[config.mk]
export PLATFORM = sky130hd
export DESIGN_NAME = updown_mod_counter
export DESIGN_NICKNAME = d
export VERILOG_FILES = /design/src/rtl/updown_mod_counter_pkg.sv /design/src/rtl/updown_mod_counter_sat_incr.sv /design/src/rtl/updown_mod_counter.sv
export SDC_FILE = /design/constraint.sdc
export NUM_CORES = 1
export LEC_CHECK = 0
export ABC_AREA = 1
export BUFFER_PORTS_ARGS = -buffer_cell sky130_fd_sc_hd__buf_4
export CAP_MARGIN = 5
export CORE_ASPECT_RATIO = 0.7
export CORE_MARGIN = 2
export CORE_UTILIZATION = 54
export DETAILED_ROUTE_END_ITERATION = 10
export GPL_ROUTABILITY_DRIVEN = 0
export GPL_TIMING_DRIVEN = 0
export PLACE_DENSITY_LB_ADDON = 0.3
export SETUP_SLACK_MARGIN = 0.05
export SYNTH_ARGS = -nofsm -noshare
export SYNTH_HDL_FRONTEND = slang
export SYNTH_HIERARCHICAL = 1
export SYNTH_SLANG_ARGS = --single-unit
[constraint.sdc]
create_clock -name clk1 -period 2.49 [get_ports clk1]
set_input_delay 0.6225 -clock clk1 [delete_from_list [all_inputs] [get_ports clk1]]
set_output_delay 0.6225 -clock clk1 [all_outputs]
set_load 0.02 [all_outputs]
[src/rtl/updown_mod_counter_pkg.sv]
`default_nettype none
// ============================================================================
// Module   : updown_mod_counter_pkg
// Brief    : Direction and mode encodings shared by the up/down modulo counter.
// Revision : 1.0 - initial release
// ============================================================================
package updown_mod_counter_pkg;

   localparam logic DIR_UP    = 1'b1;
   localparam logic DIR_DN    = 1'b0;
   localparam logic MODE_WRAP = 1'b0;
   localparam logic MODE_SAT  = 1'b1;

endpackage : updown_mod_counter_pkg
`default_nettype wire

[src/rtl/updown_mod_counter_sat_incr.sv]
`default_nettype none
// ============================================================================
// Module   : updown_mod_counter_sat_incr
// Brief    : Combinational saturating incrementer with clear (clear wins).
// Revision : 1.0 - initial release
// ============================================================================
module updown_mod_counter_sat_incr #(
   parameter int WRAP_W = 8
) (
   input  logic              clr_i,
   input  logic              inc_i,
   input  logic [WRAP_W-1:0] val_i,
   output logic [WRAP_W-1:0] nxt_o
);

   logic w_at_max;

   assign w_at_max = (val_i == {WRAP_W{1'b1}});

   always_comb begin
      nxt_o = val_i;
      if (clr_i) begin
         nxt_o = '0;
      end else if (inc_i && !w_at_max) begin
         nxt_o = val_i + WRAP_W'(1);
      end
   end

endmodule : updown_mod_counter_sat_incr
`default_nettype wire

[src/rtl/updown_mod_counter.sv]
`default_nettype none
// ============================================================================
// Module   : updown_mod_counter
// Brief    : Up/down counter over 0..mod_max with load, wrap/saturate mode,
//            registered terminal-count pulse and saturating wrap-event count.
// Revision : 1.0 - initial release
// ============================================================================
module updown_mod_counter
   import updown_mod_counter_pkg::*;
#(
   parameter int WIDTH  = 4,
   parameter int WRAP_W = 8
) (
   input  logic              clk1,
   input  logic              rst,
   input  logic              en,
   input  logic              up,
   input  logic              sat,
   input  logic              load,
   input  logic [WIDTH-1:0]  load_val,
   input  logic [WIDTH-1:0]  mod_max,
   output logic [WIDTH-1:0]  count,
   output logic              tc,
   output logic              at_bound,
   output logic [WRAP_W-1:0] wrap_cnt
);

   logic [WIDTH-1:0]  count_q, count_d;
   logic              tc_q, tc_d;
   logic              at_bound_q, at_bound_d;
   logic [WRAP_W-1:0] wrap_q, wrap_d;
   logic              wrap_inc, wrap_clr;

   always_comb begin
      count_d    = count_q;
      tc_d       = 1'b0;
      at_bound_d = 1'b0;
      wrap_inc   = 1'b0;
      wrap_clr   = 1'b0;
      if (load) begin
         count_d  = (load_val > mod_max) ? mod_max : load_val;
         wrap_clr = 1'b1;
      end else if (en) begin
         case (up)
            DIR_UP: begin
               // ">=" so a count left above a freshly lowered mod_max still wraps
               if (count_q < mod_max) begin
                  count_d = count_q + WIDTH'(1);
               end else if (sat == MODE_SAT) begin
                  at_bound_d = 1'b1;
               end else begin
                  count_d  = '0;
                  tc_d     = 1'b1;
                  wrap_inc = 1'b1;
               end
            end
            DIR_DN: begin
               if (count_q != '0) begin
                  count_d = count_q - WIDTH'(1);
               end else if (sat == MODE_SAT) begin
                  at_bound_d = 1'b1;
               end else begin
                  count_d  = mod_max;
                  tc_d     = 1'b1;
                  wrap_inc = 1'b1;
               end
            end
            default: ;
         endcase
      end
   end

   updown_mod_counter_sat_incr #(
      .WRAP_W (WRAP_W)
   ) u_wrap_incr (
      .clr_i (wrap_clr),
      .inc_i (wrap_inc),
      .val_i (wrap_q),
      .nxt_o (wrap_d)
   );

   always_ff @(posedge clk1) begin
      if (rst) begin
         count_q    <= '0;
         tc_q       <= 1'b0;
         at_bound_q <= 1'b0;
         wrap_q     <= '0;
      end else begin
         count_q    <= count_d;
         tc_q       <= tc_d;
         at_bound_q <= at_bound_d;
         wrap_q     <= wrap_d;
      end
   end

   assign count    = count_q;
   assign tc       = tc_q;
   assign at_bound = at_bound_q;
   assign wrap_cnt = wrap_q;

endmodule : updown_mod_counter
`default_nettype wire

==> results.json <==
{
  "post_drt_via_cell_ratio": 4.889,
  "layout.filler_cells": 197,
  "cap_viol_max_count": 0,
  "initial_core_util_pct": 59.17,
  "clk_transition_reported_paths_ns": 0.07,
  "cp.arrival_ns": 2.39,
  "drive_above_1_share_pct": 25.51,
  "pin_count_of_the_biggest_net_entering_global_routing": 11,
  "detail_route.drc_violations": 0,
  "gr-usage-met3_pct": 6.484,
  "post-route-min-period_ns": 2.233,
  "grt-ovfl-total": 0,
  "tritoncts.num_buffers": 3,
  "grt_antenna_before_repair": 0,
  "max-slew-margin-rel_pct": 67.53,
  "worst_clock_skew_ns": 0.0007214,
  "post-dp-hpwl_um": 2354,
  "cp.required_ns": 2.65,
  "final_common_cell": "nand2_1",
  "drt_first_pass_iters": 4,
  "synth_seq_cells": 14,
  "syn_area_um2": 1316,
  "grt_pass1_vias": 1212,
  "yosysWarningCount": 6,
  "die_w_um": 63.01,
  "coreArea_um2": 2225,
  "num_vias": 1364,
  "area_growth_pct": 21.77,
  "finalHoldViolCount": 0,
  "cts_tree": "yes",
  "grt_first_pass_wirelength_um": 5319,
  "grt_use_total_pct": 24.21,
  "async_reset_ff_share_pct": 0,
  "syn_nets": 239,
  "antennaDiodeCount": 0,
  "leakage_nw": 0.8263,
  "kind_of_critical_path": "primary input to flip-flop",
  "tightest_slew_ns": 0.4871,
  "grt_setup_unrepaired": "false",
  "path_max_fanout": 8,
  "clock_path_buffers": 2,
  "layoutNonFillerInstCount": 279,
  "num_io_pins": 28,
  "route.antenna.remaining_nets": 0,
  "cells_after_synthesis": 215,
  "pwr_density_cell_nw_per_um2": 389.0,
  "maxClockFrequency_mhz": 447.7,
  "grt.met1_usage_pct": 35.68,
  "cts_hold_repair.buffers": 0,
  "most-common-layout-cells": "nand2_1 (57), inv_1 (32), buf_4 (30)",
  "yosys.cell_types.count": 30,
  "synth_enable_flop_cells": 0,
  "groute.layer.met2.usage_pct": 34.68,
  "cts_root_buf": "clkbuf_4",
  "wirelength_um": 2985,
  "fin_max_slew_vios": 0,
  "avgSynthCellArea_um2": 6.122,
  "design.die.area_um2": 2855,
  "insertion_delay_ns": 0.28,
  "cp-start-kind": "primary input",
  "htreeDepth": 1,
  "setup-tns-final_ns": 0,
  "numPlacedInstances": 274,
  "floorplan.rows": 14,
  "setup_violations": 0,
  "gr-max-usage-layer": "met1",
  "drt_iter0_drc": 97,
  "synth_flop_cell": "dfxtp_1",
  "ir_drop_mv": 0.2355,
  "min_path_type": "flip-flop to flip-flop",
  "period_utilization_pct": 89.70,
  "critPathCaptureType": "flip-flop",
  "clock_sinks": 14,
  "status": "completed",
  "chipHeight_um": 45.31,
  "wl_per_cell_um": 10.70,
  "finalNetCount": 273,
  "sequential_area_share_after_synthesis_pct": 21.29,
  "placement.io_buffers": 27
}
[critical path, cell delays in order]
cell	delay (ns)
buf_4	0.08
inv_1	0.07
ha_1	0.31
nand2_1	0.06
nor3b_4	0.16
nand2_4	0.10
nand2_1	0.09
nor3_2	0.10
buf_4	0.17
nand2_2	0.08
nor2_4	0.17
nand3_1	0.09
a21oi_1	0.14
nor2_1	0.05
inv_1	0.05
nor2_1	0.04
[cell usage after synthesis (3+ instances only)]
cell / count / area share, %
dfxtp_1: 14 / 21
nand2_2: 7 / 3.3
nand3_1: 23 / 8.7
o21ai_1: 4 / 1.5
ha_1: 10 / 9.5
nand2_4: 3 / 2.6
inv_2: 6 / 1.7
nor2_1: 27 / 7.7
nand2_1: 57 / 16
inv_1: 32 / 9.1
a21oi_1: 8 / 3.0
[power by group]
part	internal, mW	switching, mW	total [mW]
sequential	0.234	0.0157	0.249
clock	0.0563	0.0678	0.124
combinational	0.0982	0.152	0.250
total	0.388	0.235	0.623
[layout make-up]
type	instances	area [um2]	area share, %
multi-input combinational	158	865.8	54.02
sequential	14	281.5	17.56
timing repair buffer	29	217.7	13.58
inverter	40	152.6	9.524
tap	32	40.04	2.498
clock buffer	3	22.52	1.405
buffer	3	22.52	1.405
[flip-flops by register name (all words and copies together), names as in the netlist]
| signal | cells |
|---|---|
| wrap_cnt | 8 |
| count | 4 |
| at_bound | 1 |
| tc | 1 |
[repair_timing]
| action | in CTS | in global routing |
|---|---|---|
| gates resized for setup | 0 | 2 |
| endpoints found under the hold margin | 0 | 0 |
| endpoints found under the setup margin | 0 | 3 |
| buffers inserted | 0 | 2 |
[per-stage QoR]
step	total power [mW]	cell area [um2]	setup WS (ns)	utilization [%]	hold slack, ns
6_report	0.6235	1603	0.2565	72.05	0.5152
5_1_grt	0.6799	1603	0.06279	72.05	0.5117
4_1_cts	0.6220	1582	0.2504	71.09	0.5190
3_5_place_dp	0.4976	1559	-0.06300	70.08	0.5587
3_3_place_gp	0.4934	1559	-0.01280	70.08	0.5448
2_1_floorplan	0.4264	1316	0.2537	-	0.5984
[metal layers]
layer,routed length (um),share of wire [%],up-vias
met3,184,6.2,5
met1,1605,54,586
met4,30,1.0,0
met2,1164,39,37
met5,0,0,-
li1,-,-,736
[logic make-up (layout without fill, tap and decap cells)]
family	count (synthesis)	count (layout)	synth area share, %
buffers and inverters	43	75	13.31
AOI/OAI and AO/OA	15	15	5.989
and+or+nand+nor	131	131	48.58
xor gates and xnor gates	2	2	1.331
DFF	14	14	21.29
adders and majority gates	10	10	9.506
[worst paths after layout]
path | cells past startpoint | start | slack (ns) | to
max | 16 | mod_max[3] | 0.26 | wrap_cnt[7]$_SDFF_PP0_
min | 2 | count[1]$_SDFFE_PP0P_ | 0.52 | count[1]$_SDFFE_PP0P_
max reg2reg | 16 | count[0]$_SDFFE_PP0P_ | 0.30 | wrap_cnt[7]$_SDFF_PP0_
min reg2reg | 2 | count[1]$_SDFFE_PP0P_ | 0.52 | count[1]$_SDFFE_PP0P_
(Power assumes the default switching activity.)
